`src/rtl/audio_pkg.sv`:
```
// rtl/audio_pkg.sv - shared sequencer state encodings and sizing helpers
package audio_pkg;

  typedef enum logic [1:0] {
    ST_IDLE = 2'd0,
    ST_BEEP = 2'd1,
    ST_GAP  = 2'd2
  } seq_state_t;

  localparam int SAMPLE_W_DEFAULT = 32;

  // Width needed to hold the values 0..n inclusive
  function automatic int cnt_width(input int n);
    return (n < 1) ? 1 : $clog2(n + 1);
  endfunction

endpackage

```
`src/rtl/countdown_beep_sequencer_if.sv`:
```
// rtl/countdown_beep_sequencer_if.sv - control/status/sample bundle of the beep sequencer
interface countdown_beep_sequencer_if
  import audio_pkg::*;
#(
  parameter int NUM_BEEPS = 6,
  parameter int SAMPLE_W  = SAMPLE_W_DEFAULT
);
  localparam int IDX_W = cnt_width(NUM_BEEPS);

  logic                       start;
  logic                       abort;
  logic                       repeat_en;
  logic [2:0]                 vol_shift;
  logic                       busy;
  logic                       beep_on;
  logic [IDX_W-1:0]           beep_idx;
  logic                       done;
  logic signed [SAMPLE_W-1:0] sample;

  modport master (
    output start, abort, repeat_en, vol_shift,
    input  busy, beep_on, beep_idx, done, sample
  );

  modport slave (
    input  start, abort, repeat_en, vol_shift,
    output busy, beep_on, beep_idx, done, sample
  );

endinterface

```
`src/rtl/square_tone_gen.sv`:
```
// rtl/square_tone_gen.sv - half-period counter and phase flop for a square tone
// phase shows the level the tone holds in the coming cycle, so the caller can register it.
module square_tone_gen #(
  parameter int W = 32
) (
  input  logic         clk,
  input  logic         rst_n,
  input  logic         clear,
  input  logic         enable,
  input  logic [W-1:0] half_period,
  output logic         phase
);

  logic [W-1:0] cnt_q;
  logic [W-1:0] cnt_d;
  logic         phase_q;
  logic         phase_d;

  always_comb begin
    cnt_d   = cnt_q;
    phase_d = phase_q;
    if (clear) begin
      cnt_d   = '0;
      phase_d = 1'b1;
    end else if (enable) begin
      if (cnt_q >= half_period - W'(1)) begin
        cnt_d   = '0;
        phase_d = ~phase_q;
      end else begin
        cnt_d = cnt_q + W'(1);
      end
    end
  end

  always_ff @(posedge clk or negedge rst_n) begin
    if (!rst_n) begin
      cnt_q   <= '0;
      phase_q <= 1'b0;
    end else begin
      cnt_q   <= cnt_d;
      phase_q <= phase_d;
    end
  end

  assign phase = phase_d;

endmodule

```
`src/rtl/countdown_beep_sequencer.sv`:
```
// rtl/countdown_beep_sequencer.sv - countdown cue: NUM_BEEPS square-wave beeps, final "GO" beep
module countdown_beep_sequencer
  import audio_pkg::*;
#(
  parameter int NUM_BEEPS      = 6,
  parameter int BEEP_LEN       = 25_000_000,
  parameter int GAP_LEN        = 15_000_000,
  parameter int LAST_LEN       = 35_000_000,
  parameter int TONE_HALF      = 40_000,
  parameter int LAST_TONE_HALF = 20_000,
  parameter int AMPLITUDE      = 50_000_000,
  parameter int SAMPLE_W       = SAMPLE_W_DEFAULT,
  parameter int TIMER_W        = 32
) (
  input logic                        CLOCK_50,
  input logic                        resetn,
  countdown_beep_sequencer_if.slave  bus
);

  localparam int IDX_W = cnt_width(NUM_BEEPS);
  localparam logic [IDX_W-1:0]           LAST_IDX = IDX_W'(NUM_BEEPS);
  localparam logic signed [SAMPLE_W-1:0] AMP_POS  = SAMPLE_W'(AMPLITUDE);
  localparam logic signed [SAMPLE_W-1:0] AMP_NEG  = -AMP_POS;

  seq_state_t                 state;
  logic [TIMER_W-1:0]         timer;
  logic                       timer_done;
  logic                       is_last;
  logic                       tone_clear;
  logic                       tone_en;
  logic                       beep_on_nxt;
  logic                       tone_phase;
  logic [TIMER_W-1:0]         tone_half;
  logic signed [SAMPLE_W-1:0] tone_level;
  logic signed [SAMPLE_W-1:0] tone_scaled;
  logic [IDX_W-1:0]           idx_after_gap;

  // Timer is loaded with length-1 so a phase of length N lasts N cycles
  function automatic logic [TIMER_W-1:0] beep_load(input logic [IDX_W-1:0] idx);
    return (idx == LAST_IDX) ? TIMER_W'(LAST_LEN - 1) : TIMER_W'(BEEP_LEN - 1);
  endfunction

  assign timer_done    = (timer == '0);
  assign is_last       = (bus.beep_idx == LAST_IDX);
  assign idx_after_gap = is_last ? IDX_W'(1) : bus.beep_idx + IDX_W'(1);
  assign tone_half     = is_last ? TIMER_W'(LAST_TONE_HALF) : TIMER_W'(TONE_HALF);

  // Beep entry and continuation, decided one cycle ahead so the sample register lines up
  assign tone_clear  = !bus.abort && (((state == ST_IDLE) && bus.start) ||
                                      ((state == ST_GAP) && timer_done));
  assign tone_en     = !bus.abort && (state == ST_BEEP) && !timer_done;
  assign beep_on_nxt = tone_clear || tone_en;

  square_tone_gen #(.W(TIMER_W)) u_tone (
    .clk         (CLOCK_50),
    .rst_n       (resetn),
    .clear       (tone_clear),
    .enable      (tone_en),
    .half_period (tone_half),
    .phase       (tone_phase)
  );

  assign tone_level  = tone_phase ? AMP_POS : AMP_NEG;
  assign tone_scaled = tone_level >>> bus.vol_shift;

  always_ff @(posedge CLOCK_50 or negedge resetn) begin
    if (!resetn) begin
      state        <= ST_IDLE;
      timer        <= '0;
      bus.busy     <= 1'b0;
      bus.beep_on  <= 1'b0;
      bus.beep_idx <= '0;
      bus.done     <= 1'b0;
      bus.sample   <= '0;
    end else begin
      bus.done   <= 1'b0;
      bus.sample <= beep_on_nxt ? tone_scaled : '0;
      if (bus.abort) begin
        state        <= ST_IDLE;
        timer        <= '0;
        bus.busy     <= 1'b0;
        bus.beep_on  <= 1'b0;
        bus.beep_idx <= '0;
      end else begin
        case (state)
          ST_IDLE: begin
            if (bus.start) begin
              state        <= ST_BEEP;
              timer        <= beep_load(IDX_W'(1));
              bus.busy     <= 1'b1;
              bus.beep_on  <= 1'b1;
              bus.beep_idx <= IDX_W'(1);
            end
          end
          ST_BEEP: begin
            if (!timer_done) begin
              timer <= timer - TIMER_W'(1);
            end else if (is_last && !bus.repeat_en) begin
              state        <= ST_IDLE;
              timer        <= '0;
              bus.done     <= 1'b1;
              bus.busy     <= 1'b0;
              bus.beep_on  <= 1'b0;
              bus.beep_idx <= '0;
            end else begin
              state       <= ST_GAP;
              timer       <= TIMER_W'(GAP_LEN - 1);
              bus.done    <= is_last;
              bus.beep_on <= 1'b0;
            end
          end
          ST_GAP: begin
            if (!timer_done) begin
              timer <= timer - TIMER_W'(1);
            end else begin
              state        <= ST_BEEP;
              timer        <= beep_load(idx_after_gap);
              bus.beep_on  <= 1'b1;
              bus.beep_idx <= idx_after_gap;
            end
          end
          default: begin
            state        <= ST_IDLE;
            timer        <= '0;
            bus.busy     <= 1'b0;
            bus.beep_on  <= 1'b0;
            bus.beep_idx <= '0;
          end
        endcase
      end
    end
  end

endmodule
```
`src/flat_wrapper.sv`:
```
// flat-port wrapper written by rule: the top's interface ports become plain ports
module countdown_beep_sequencer_flat import audio_pkg::*;
#(
  parameter int NUM_BEEPS      = 6,
  parameter int BEEP_LEN       = 25_000_000,
  parameter int GAP_LEN        = 15_000_000,
  parameter int LAST_LEN       = 35_000_000,
  parameter int TONE_HALF      = 40_000,
  parameter int LAST_TONE_HALF = 20_000,
  parameter int AMPLITUDE      = 50_000_000,
  parameter int SAMPLE_W       = SAMPLE_W_DEFAULT,
  parameter int TIMER_W        = 32
)
  (CLOCK_50, resetn, bus_start, bus_abort, bus_repeat_en, bus_vol_shift, bus_busy, bus_beep_on, bus_beep_idx, bus_done, bus_sample);
  countdown_beep_sequencer_if #(.NUM_BEEPS(NUM_BEEPS), .SAMPLE_W(SAMPLE_W)) bus_i ();
  input logic CLOCK_50;
  input logic resetn;
  input wire logic [$bits(bus_i.start)-1:0] bus_start;
  input wire logic [$bits(bus_i.abort)-1:0] bus_abort;
  input wire logic [$bits(bus_i.repeat_en)-1:0] bus_repeat_en;
  input wire logic [$bits(bus_i.vol_shift)-1:0] bus_vol_shift;
  output wire logic [$bits(bus_i.busy)-1:0] bus_busy;
  output wire logic [$bits(bus_i.beep_on)-1:0] bus_beep_on;
  output wire logic [$bits(bus_i.beep_idx)-1:0] bus_beep_idx;
  output wire logic [$bits(bus_i.done)-1:0] bus_done;
  output wire logic [$bits(bus_i.sample)-1:0] bus_sample;
  assign bus_i.start = bus_start;
  assign bus_i.abort = bus_abort;
  assign bus_i.repeat_en = bus_repeat_en;
  assign bus_i.vol_shift = bus_vol_shift;
  assign bus_busy = bus_i.busy;
  assign bus_beep_on = bus_i.beep_on;
  assign bus_beep_idx = bus_i.beep_idx;
  assign bus_done = bus_i.done;
  assign bus_sample = bus_i.sample;
  countdown_beep_sequencer #(.NUM_BEEPS(NUM_BEEPS), .BEEP_LEN(BEEP_LEN), .GAP_LEN(GAP_LEN), .LAST_LEN(LAST_LEN), .TONE_HALF(TONE_HALF), .LAST_TONE_HALF(LAST_TONE_HALF), .AMPLITUDE(AMPLITUDE), .SAMPLE_W(SAMPLE_W), .TIMER_W(TIMER_W)) u_core (.CLOCK_50(CLOCK_50), .resetn(resetn), .bus(bus_i));
endmodule
```
`config.mk`:
```
export PLATFORM = sky130hd
export DESIGN_NAME = countdown_beep_sequencer_flat
export DESIGN_NICKNAME = d
export VERILOG_FILES = /design/src/rtl/audio_pkg.sv /design/src/rtl/countdown_beep_sequencer_if.sv /design/src/rtl/square_tone_gen.sv /design/src/rtl/countdown_beep_sequencer.sv /design/src/flat_wrapper.sv
export SDC_FILE = /design/constraint.sdc
export NUM_CORES = 1
export LEC_CHECK = 0
export ABC_AREA = 1
export ABC_CLOCK_PERIOD_IN_PS = 3150
export BUFFER_PORTS_ARGS = -buffer_cell sky130_fd_sc_hd__clkbuf_2
export CORE_ASPECT_RATIO = 0.5
export CORE_UTILIZATION = 60
export DETAILED_ROUTE_END_ITERATION = 10
export PLACE_DENSITY = 0.83
export SLEW_MARGIN = 20
export SYNTH_ARGS = -nofsm -noshare
export SYNTH_HDL_FRONTEND = slang
export SYNTH_SLANG_ARGS = --single-unit
```
`constraint.sdc`:
```
create_clock -name CLOCK_50 -period 3.15 [get_ports CLOCK_50]
set_clock_uncertainty 0.15 [all_clocks]
set_input_delay 0.4725 -clock CLOCK_50 [delete_from_list [all_inputs] [get_ports CLOCK_50]]
set_output_delay 0.4725 -clock CLOCK_50 [all_outputs]
set_load 0.005 [all_outputs]
```
==> parameters.txt, run 1 <==
Parameter                              Value

Route
  Routed wire length per instance    ~15 um
  Number of DRC violations after detailed routing    0
  Initial DRT Pass Iterations    5
  Antenna violation net count after detailed routing    0
  Detailed Route WL    roughly 12 mm
  Via-to-Cell Ratio    ~5.5
  Via count    4,686
  First-iteration detailed-routing DRC count    about 470

Global routing
  Met3 Use GR    just over 7%
  Overall track demand over capacity in global routing    between 20% and 30%
  Met2 demand-to-capacity share in global routing    a little under 50%
  Number of antenna violations at the first check in global routing    0
  Met1 GRT Util    between 30% and 40%
  Global-route wire length before repair    20.2 mm
  Vias in the first global route    approximately 4,400
  Maximum number of pins on one net before global-route repair    52
  Layer carrying the most global-route usage    met2
  Global route total overflow    0

Run status
  Result of the run    finished, violations left
  Violated checks    hold timing

Synthesis
  Synth Net Count    ~700
  Mean post-synth cell area    roughly 7.8 um^2
  Number of distinct library cells after synthesis    42
  Synthesized instance count    685
  Syn Std Cell Area    around 5300 um^2
  Async SR Flop Fraction    100%
  Synth warn    0
  Top_reg_cell synth    dfrtp_1
  Register area share after synthesis    47.1%
  Total of flip-flops plus latches after synthesis    100
  Count of flip-flops with a built-in enable after synthesis    0

Clock network
  Clock Sinks    100
  Clock slew at reported path FFs    about 0.07 ns
  Number of buffers inserted for hold repair after clock tree synthesis    0
  Post-CTS setup buffer count    0
  Inserted Clock Buffers    9
  Worst-skew pair later-pin latency    roughly 0.35 ns
  Post-cts gate resize count    0
  CTS Root Cell    clkbuf_16
  CTS tree    done
  Maximum buffer depth of the clock tree    2
  Number of H-tree branching levels    3

Setup path
  Crit path top cell by count    nand2_1
  Critical path origin    u_core.bus.beep_idx[0]
  Kind of start point of the critical path    register
  Startpoint of the lowest-slack register-to-register path    u_core.bus.beep_idx[0]
  Cell family contributing the most delay on the critical path    simple AND/OR/NAND/NOR gates
  Sort of element at the end of the critical path    register
  Largest incremental delay on the critical path    slightly below 0.4 ns
  Critical path class    register to register
  Endpoint arrival time on the critical path    3.04 ns
  Library cell contributing the largest single delay on the critical path    dfrtp_1
  Crit-path cells    inv_2 > nand3_4 > ha_1 > a21oi_1 > or2_2 > nor2_1 > nor2_1 > nand2_1 > nand2_1 > nand2_2 > nand3_4 > ha_4 > nand2_2 > nand2_1 > inv_1 > nand2_1 > nand2_1 > nand2_1 > inv_1
  Largest fanout on the critical path    7
  Worst Path Required    3.25 ns
  Critical path buffer and inverter count    3

Timing
  Pins Over Slew Limit    0
  Setup violation total in the final timing report    0
  Highest attainable clock frequency    around 0.34 GHz
  Fin. Hold Viols    3
  Worst max-slew margin expressed relative to the limit    47.4%
  Fraction of the cycle the final worst path needs    between 90 and 100%
  Clock period minus final worst setup slack    between 2 and 3 ns
  Worst Hold Margin    -0.00234 ns
  Setup slack of the critical path after layout    0.205 ns
  Transition time of the tightest slew-check pin    0.784 ns

Place
  Number of buffers added on ports    45
  HPWL reported at the end of detailed placement    about 8.7 mm
  Global placement routability congestion    slightly above 0.9
  Worst slack, placed    ~0.11 ns

Job
  Total of max-cap violations    0

Hold path
  Path category of the worst min-delay check    input port to async pin

Floorplanning
  Top-Level Pins    46
  Die Span X    135 um
  Area of the core    ~8300 um^2
  DIE HEIGHT    a little under 70 um
  Site Rows    23
  DIE AREA    between 9000 and 10,000 um^2
  Initial cell density of the core    64.1%

Finish
  Proportion of layout cells with a drive suffix above 1    14.6%
  Layout overhead on the synthesized area    12.6%
  Final Net Count    750
  Fillers    approximately 660
  Diodes inserted    0
  End-of-flow core utilization    between 70 and 80%

Power and ir drop
  Switching power    1.69 mW
  Sw Ratio    39.9%
  Power, Total    between 4 and 5 mW
  Cell leakage power    ~3.2 nW
  Internal power    around 2.6 mW
  Worst VDD drop    just under 0.5 mV
  Areal power density over the cells    slightly above 700 nW/um^2
  Combinational share of power    a little over a third
  Part of the power in the clock network    24.6%
  Sequential power share    40.0%
-- placed cells by master, fill, tap and decap left out, drive strengths merged --
master,Yosys,routed
o22ai,15,15
o221ai,2,2
or2,1,1
o211ai,3,3
xor2,15,15
a21boi,2,2
nor2,121,121
o2111ai,1,1
nor3,17,17
nand3,41,41
clkinv,0,1
o41ai,1,1
nor4,1,1
clkbuf,5,53
ha,5,5
clkinvlp,0,2
a21oi,36,36
o21a,2,2
nor3b,2,2
buf,12,14
a31oi,3,3
o31ai,1,1
o311ai,1,1
nand4,16,16
xnor2,1,1
o21ai,34,34
inv,104,107
nand2,143,143
dfrtp,100,100
-- cells by family (layout without fill, tap and decap cells) --
family | count (synthesis) | count (layout) | share of synthesized area (%)
adder cells (fa/ha/maj) | 5 | 5 | 1.18
AND/OR/NAND/NOR | 342 | 342 | 28.8
buffers and inverters | 121 | 177 | 9.33
XOR/XNOR | 16 | 16 | 2.64
AO/OA/AOI/OAI | 101 | 101 | 11.0
flip-flops | 100 | 100 | 47.1
-- power groups by stage --
stage	sequential (mW)	combinational (mW)	clock, mW
floorplan	1.69	1.05	0
global placement	1.71	1.42	0
detailed placement	1.71	1.46	0
CTS	1.69	1.48	1.06
global route	1.72	1.69	1.10
finish	1.70	1.50	1.04
-- final timing paths --
check	to	slack [ns]	depth (start not counted)
worst max-delay path	u_core.bus.sample[10]	0.20	19
worst min-delay path	u_core.timer[3]	-0.002	1
worst max register to register	u_core.bus.sample[10]	0.20	19
worst min register to register	u_core.bus.beep_on	0.34	2
max in group asynchronous	u_core.u_tone.cnt_q[10]	2.17	2
min in group CLOCK_50	u_core.bus.busy	0.28	3
-- metrics by stage --
step / setup TNS, ns / cell area (um^2) / std cells / hold slack (ns)
after floorplan: 0 / 5310 / 685 / 0.0269
after global placement: 0 / 5690 / 838 / 0.314
after detailed placement: 0 / 5690 / 838 / 0.332
after CTS: 0 / 5960 / 853 / 0.0195
after global routing: -0.00134 / 5980 / 853 / 0.0417
final: 0 / 5980 / 853 / -0.00234
-- cell usage after synthesis (all sizes together), types with 2 or more instances --
master,n,share of area (%)
nor3b,2,0.28
nor2,121,9.5
o21ai,34,3.3
o211ai,3,0.42
nor3,17,1.6
inv,104,7.3
nand4,16,2.1
buf,12,1.6
xor2,15,2.5
a21boi,2,0.49
dfrtp,100,47
nand2,143,11
a31oi,3,0.35
clkbuf,5,0.35
o221ai,2,0.33
nand3,41,4.3
ha,5,1.2
o22ai,15,1.8
o21a,2,0.28
a21oi,36,3.4
-- cell type report --
class	instances	area (um^2)	area share (%)
Clock buffer	9	225	3.77
Timing Repair Buffer	58	338	5.65
Tap cell	112	140	2.34
Clock inverter	6	46.3	0.774
Inverter	104	390	6.53
Sequential cell	100	2500	41.8
Multi-Input combinational cell	464	2340	39.1
-- state kept, by name, summed over array words and instances (netlist names) --
| name | count |
|---|---|
| u_core.state | 2 |
| u_core.u_tone.phase_q | 1 |
| u_core.bus.beep_idx | 3 |
| u_core.bus.beep_on | 1 |
| u_core.bus.done | 1 |
| u_core.bus.busy | 1 |
| u_core.u_tone.cnt_q | 32 |
| u_core.timer | 32 |
| u_core.bus.sample | 27 |
-- routing by layer --
| metal | part of all wire, % | wire length [um] |
|---|---|---|
| met5 | 0 | 0 |
| met4 | 1.8 | 223 |
| met3 | 5.9 | 733 |
| met2 | 48 | 5970 |
| met1 | 44 | 5530 |
No activity file was read; power rests on OpenSTA's default activity.
==> run 2, diff against run 1 <==
CORE_MARGIN = 2   (was not set)
CTS_CLUSTER_DIAMETER = 30   (was not set)
==> run 2 against run 1 <==
Compared with the run above: the run still ends with hold timing left; die area increased by 4.4%; highest routed layer unchanged; cell count increased by 0.94%; register-to-register slack improved by 0.08 ns; critical path depth decreased by 2; critical path type unchanged; largest power group unchanged.
==> parameters.txt, run 2 (synthesis gave the netlist of run 1 again) <==
Parameter                              Value

Setup path
  Sort of element at the end of the critical path    register
  Kind of start point of the critical path    register
  Critical path class    register to register
  Worst Path Required    around 3.2 ns
  Largest fanout on the critical path    7
  Library cell contributing the largest single delay on the critical path    dfrtp_1
  Crit path top cell by count    nand2_1
  Depth of the most critical reg-to-reg path    17
  Largest incremental delay on the critical path    0.40 ns
  Endpoint arrival time on the critical path    ~3.0 ns
  Crit-path cells    inv_2 > nand3_4 > ha_1 > a21oi_1 > or2_2 > nor2_1 > nor2_1 > nand2_1 > nand2_1 > nand2_2 > nand3_4 > ha_4 > inv_1 > nand2_1 > nand3_1 > nand2_1 > nor2_1

Floorplanning
  Site Rows    24
  Top-Level Pins    46
  Initial cell density of the core    61.4%
  Die Span X    137 um
  DIE AREA    9670 um^2
  Area of the core    8650 um^2
  DIE HEIGHT    between 70 and 80 um

Place
  Global placement routability congestion    0.927
  HPWL reported at the end of detailed placement    ~8.6 mm
  Cells after DPL    between 800 and 900
  Number of buffers added on ports    45

Power and ir drop
  Switching power    between 1.5 and 2 mW
  Sw Ratio    around 39%
  Part of the power in the clock network    between 20% and 30%
  Cell leakage power    between 3 and 4 nW
  Sequential power share    40.1%
  Worst VDD drop    between 0.3 and 0.4 mV
  Combinational share of power    35.2%
  Internal power    around 2.6 mW
  Areal power density over the cells    705 nW/um^2

Job
  Total of max-cap violations    0

Finish
  Proportion of layout cells with a drive suffix above 1    approximately 15%
  Layout overhead on the synthesized area    13.2%
  Leading registers by flop count    u_core.timer x32, u_core.u_tone.cnt_q x32, u_core.bus.sample x27
  Most common library cell in the layout ignoring fill and taps    nand2_1
  Final non-filler cell total    between 800 and 900
  Fillers    about 680
  Diodes inserted    0
  Final Net Count    753
  Top library cells by usage in the layout, fill and taps aside    131 x nand2_1, 113 x nor2_1, 100 x dfrtp_1, 98 x inv_1, 44 x clkbuf_2

Route
  Antenna violation net count after detailed routing    0
  Routed wire length per instance    roughly 14 um
  Initial DRT Pass Iterations    5
  Via-to-Cell Ratio    approximately 5.5
  Number of DRC violations after detailed routing    0
  Via count    roughly 4,700
  Detailed Route WL    12.2 mm
  First-iteration detailed-routing DRC count    between 400 and 500

Clock network
  Clock slew at reported path FFs    about 0.070 ns
  CTS tree    done
  Clock Sinks    100
  Maximum buffer depth of the clock tree    2
  Number of H-tree branching levels    3
  Inserted Clock Buffers    9
  CTS Root Cell    clkbuf_16
  Worst-skew pair later-pin latency    0.35 ns

Run status
  Result of the run    finished, violations left
  Violated checks    hold timing

Timing
  RSZ-0062 raised after global routing    no
  Worst max-slew margin expressed relative to the limit    between 40% and 50%
  Clock period minus final worst setup slack    around 2.9 ns
  Total negative slack    0 ns
  Worst Hold Margin    -0.0156 ns
  Pins Over Slew Limit    0
  Fin. Hold Viols    16
  Transition time of the tightest slew-check pin    0.748 ns
  Fraction of the cycle the final worst path needs    90.9%
  Setup violation total in the final timing report    0
  Highest attainable clock frequency    0.349 GHz

Global routing
  Maximum number of pins on one net before global-route repair    53
  Overall track demand over capacity in global routing    27.2%
  Number of antenna violations at the first check in global routing    0
  Global-route wire length before repair    20.7 mm
  Vias in the first global route    4,457
  Global route total overflow    0

Hold path
  Path category of the worst min-delay check    input port to async pin
==> run 2: power by group through the flow <==
stage	registers, mW	clock network, mW	logic (mW)
2_1_floorplan	1.69	0	1.05
3_3_place_gp	1.71	0	1.42
3_5_place_dp	1.71	0	1.47
4_1_cts	1.69	1.06	1.48
5_1_grt	1.73	1.12	1.69
6_report	1.70	1.05	1.49
==> run 2: final cells by class <==
cell class,instances,area (um^2),area share (%)
clock buffer,10,229,3.81
clock inverter,5,46.3,0.770
inverter,104,390,6.49
multi-input combinational,464,2340,38.9
sequential,100,2500,41.6
tap,117,146,2.43
timing repair buffer,61,360,5.99
==> run 2: what timing repair did <==
action                                  CTS  global route
buffers inserted                          0             4
gates resized for setup                   0             4
endpoints found under the setup margin    0            13
hold buffers                              0             0
==> run 2: path summary, 6_finish.rpt <==
| path | startpoint | endpoint | slack (ns) |
|---|---|---|---|
| min reg2reg | u_core.bus.beep_on | u_core.bus.beep_on | 0.33 |
| min | resetn | u_core.timer[18] | -0.02 |
| max | u_core.bus.beep_idx[0] | u_core.bus.sample[20] | 0.29 |
| max in group asynchronous | resetn | u_core.bus.sample[0] | 2.16 |
| min in group CLOCK_50 | bus_start | u_core.bus.busy | 0.28 |
| max reg2reg | u_core.bus.beep_idx[0] | u_core.bus.sample[20] | 0.29 |
==> run 2: metal layers <==
layer	GRT usage [%]	up-vias	share of wire (%)	routed length, um
met4	9.05	0	1.7	204
met3	5.59	26	4.6	556
met1	37.8	2237	46	5640
met5	0	-	0	0
li1	-	2313	-	-
met2	43.5	157	47	5770
==> run 2: per-stage QoR <==
step | worst slack (ns) | util, % | power, mW | instance area [um^2]
CTS | 0.124 | 68.9 | 4.23 | 5960
floorplan | 0.274 | - | 2.74 | 5310
global placement | 0.313 | 65.7 | 3.13 | 5680
global route | 0.0104 | 69.5 | 4.54 | 6010
finish | 0.286 | 69.5 | 4.24 | 6010
detailed placement | 0.159 | 65.7 | 3.18 | 5680
==> run 2: worst max-delay path, delay by kind of cell (launching register included) <==
family                   cells  cell delay, ns
AO/OA/AOI/OAI                1            0.06
adder cells (fa/ha/maj)      2            0.62
buffers and inverters        2            0.17
flip-flops                   1            0.40
AND/OR/NAND/NOR             12            1.34
==> run 3, diff against run 2 <==
==> constraint.sdc (replaced) <==
create_clock -name CLOCK_50 -period 3.15 [get_ports CLOCK_50]
set_clock_uncertainty 0.15 [all_clocks]
set_input_delay 0.7875 -clock CLOCK_50 [delete_from_list [all_inputs] [get_ports CLOCK_50]]
set_output_delay 0.7875 -clock CLOCK_50 [all_outputs]
set_load 0.005 [all_outputs]
==> run 3 against run 2 <==
Compared with the run above: critical path type unchanged; sequential power about the same; clock power increased by 4%; register-to-register slack about the same; worst hold slack improved by 0.20 ns; sequential share of layout area decreased by 0.069 points; power increased by 1.1%; largest cell class unchanged; sequential cell count unchanged; critical endpoint is now u_core.u_tone.cnt_q[16]; first-iteration DRC count decreased by 18%; combinational power about the same; die area unchanged; cell count unchanged; critical path depth unchanged; the flow now finishes without violations.
==> parameters.txt, run 3 (synthesis gave the netlist of run 1 again) <==
Parameter                              Value

Run status
  Result of the run    finished, final reports clean

Power and ir drop
  Switching power    ~1.7 mW
  Power, Total    around 4.3 mW
  Sw Ratio    40.0%
  Part of the power in the clock network    approximately 25%
  Worst VDD drop    0.381 mV
  Areal power density over the cells    slightly above 700 nW/um^2
  Internal power    ~2.6 mW
  Cell leakage power    roughly 3.2 nW
  Combinational share of power    35.0%
  Sequential power share    39.6%

Route
  Antenna violation net count after detailed routing    0
  Routed length on met1    5.62 mm
  Detailed Route WL    around 12 mm
  Number of DRC violations after detailed routing    0
  Met3 WL post-DR    between 600 and 700 um
  Highest metal layer with signal wires    met4
  Met2 Wirelength    approximately 5.7 mm
  Initial DRT Pass Iterations    7
  Via-to-Cell Ratio    5.48
  Routed wire length per instance    about 14 um
  First-iteration detailed-routing DRC count    383
  Via count    between 4,000 and 5,000

Global routing
  Maximum number of pins on one net before global-route repair    53
  Overall track demand over capacity in global routing    26.7%
  Global-route wire length before repair    just over 20 mm
  Global route total overflow    0
  Vias in the first global route    4,409
  Number of antenna violations at the first check in global routing    0

Place
  HPWL reported at the end of detailed placement    8.46 mm
  Placed Area    between 5000 and 6000 um^2
  Global placement routability congestion    0.948
  Number of buffers added on ports    45

Setup path
  Critical path origin    u_core.timer[0]
  Worst Path Required    roughly 3.2 ns
  Largest fanout on the critical path    23
  Depth of the most critical reg-to-reg path    17
  Sort of element at the end of the critical path    register
  Critical path class    register to register
  Endpoint arrival time on the critical path    2.96 ns
  Startpoint of the lowest-slack register-to-register path    u_core.timer[0]
  Kind of start point of the critical path    register

Finish
  Leading registers by flop count    u_core.timer x32, u_core.u_tone.cnt_q x32, u_core.bus.sample x27
  Top library cells by usage in the layout, fill and taps aside    131 x nand2_1, 113 x nor2_1, 100 x dfrtp_1, 98 x inv_1, 44 x clkbuf_2
  Proportion of layout cells with a drive suffix above 1    roughly 15%
  Most common library cell in the layout ignoring fill and taps    nand2_1
  Layout overhead on the synthesized area    13.4%
  Post-Layout Inst Area    around 6000 um^2
  Final Net Count    between 700 and 800
  Diodes inserted    0

Clock network
  Inserted Clock Buffers    9
  Maximum buffer depth of the clock tree    2
  Number of H-tree branching levels    3
  Clock Sinks    100
  Clock slew at reported path FFs    0.08 ns
  CTS Root Cell    clkbuf_16
  CTS tree    done
  Worst-skew pair later-pin latency    between 0.3 and 0.4 ns

Timing
  Highest attainable clock frequency    between 0.3 and 0.4 GHz
  Clock period minus final worst setup slack    2.87 ns
  Worst Hold Margin    0.185 ns
  RSZ-0062 raised after global routing    no
  Total negative slack    0 ns
  Transition time of the tightest slew-check pin    0.714 ns
  Pins Over Slew Limit    0
  Setup violation total in the final timing report    0
  Worst max-slew margin expressed relative to the limit    a little over half
  Fraction of the cycle the final worst path needs    91.2%
  Fin. Hold Viols    0

Floorplanning
  Site Rows    24
  DIE AREA    roughly 9700 um^2
  Die Span X    around 140 um
  Initial cell density of the core    between 60% and 70%
  DIE HEIGHT    between 70 and 80 um
  Area of the core    slightly below 9000 um^2
  Top-Level Pins    46

Job
  Total of max-cap violations    0

Hold path
  Path category of the worst min-delay check    input port to async pin
==> run 3: per-stage QoR <==
stage	utilization [%]	worst slack, ns	std cells
CTS	69.1	0.158	858
detailed placement	65.7	0.192	842
global route	69.6	0.0347	861
floorplan	-	0.274	685
global placement	65.7	0.310	842
finish	69.6	0.279	861
==> run 3: worst paths after layout <==
path | slack [ns] | endpoint
min in group CLOCK_50 | 0.34 | u_core.u_tone.cnt_q[29]
min reg2reg | 0.34 | u_core.u_tone.cnt_q[29]
min | 0.19 | u_core.u_tone.cnt_q[4]
max | 0.28 | u_core.u_tone.cnt_q[16]
max in group asynchronous | 2.02 | u_core.u_tone.cnt_q[3]
max reg2reg | 0.28 | u_core.u_tone.cnt_q[16]
==> run 3: power groups by stage <==
stage               registers, mW  logic [mW]  clock network (mW)
floorplan                    1.69        1.05                   0
global placement             1.71        1.42                   0
detailed placement           1.71        1.46                   0
CTS                          1.69        1.48                1.10
global route                 1.73        1.69                1.15
finish                       1.70        1.50                1.09
==> run 3: critical path: stages (launching register included) <==
cell and delay (ns):
dfrtp_1 0.39, inv_1 0.08, ha_1 0.23, nand2_2 0.11, nor2_4 0.14, nand2_2 0.10
nor2_4 0.11, nand2_2 0.11, nor2_8 0.21, buf_4 0.15, inv_2 0.11, nand2_2 0.13
nand2_4 0.19, buf_4 0.26, nand3_1 0.10, nor2_1 0.06, nor2_1 0.09, nor2_1 0.05
==> run 3: final cells by class <==
cell class	count	area (um^2)
multi-input combinational	464	2340
inverter	104	390
clock inverter	7	67.6
tap	117	146
sequential	100	2500
timing repair buffer	60	353
clock buffer	9	225
fill	698	2630
==> run 3: layer usage <==
metal / global-route usage [%] / vias to the layer above
met5: 0 / -
met3: 6.45 / 20
met1: 36.6 / 2240
met4: 8.82 / 0
met2: 42.2 / 151
li1: - / 2308
==> run 3: repair_timing <==
action | in CTS | in global routing
buffers inserted | 0 | 3
hold buffers | 0 | 0
resized for setup | 0 | 4
setup endpoints to repair | 0 | 13
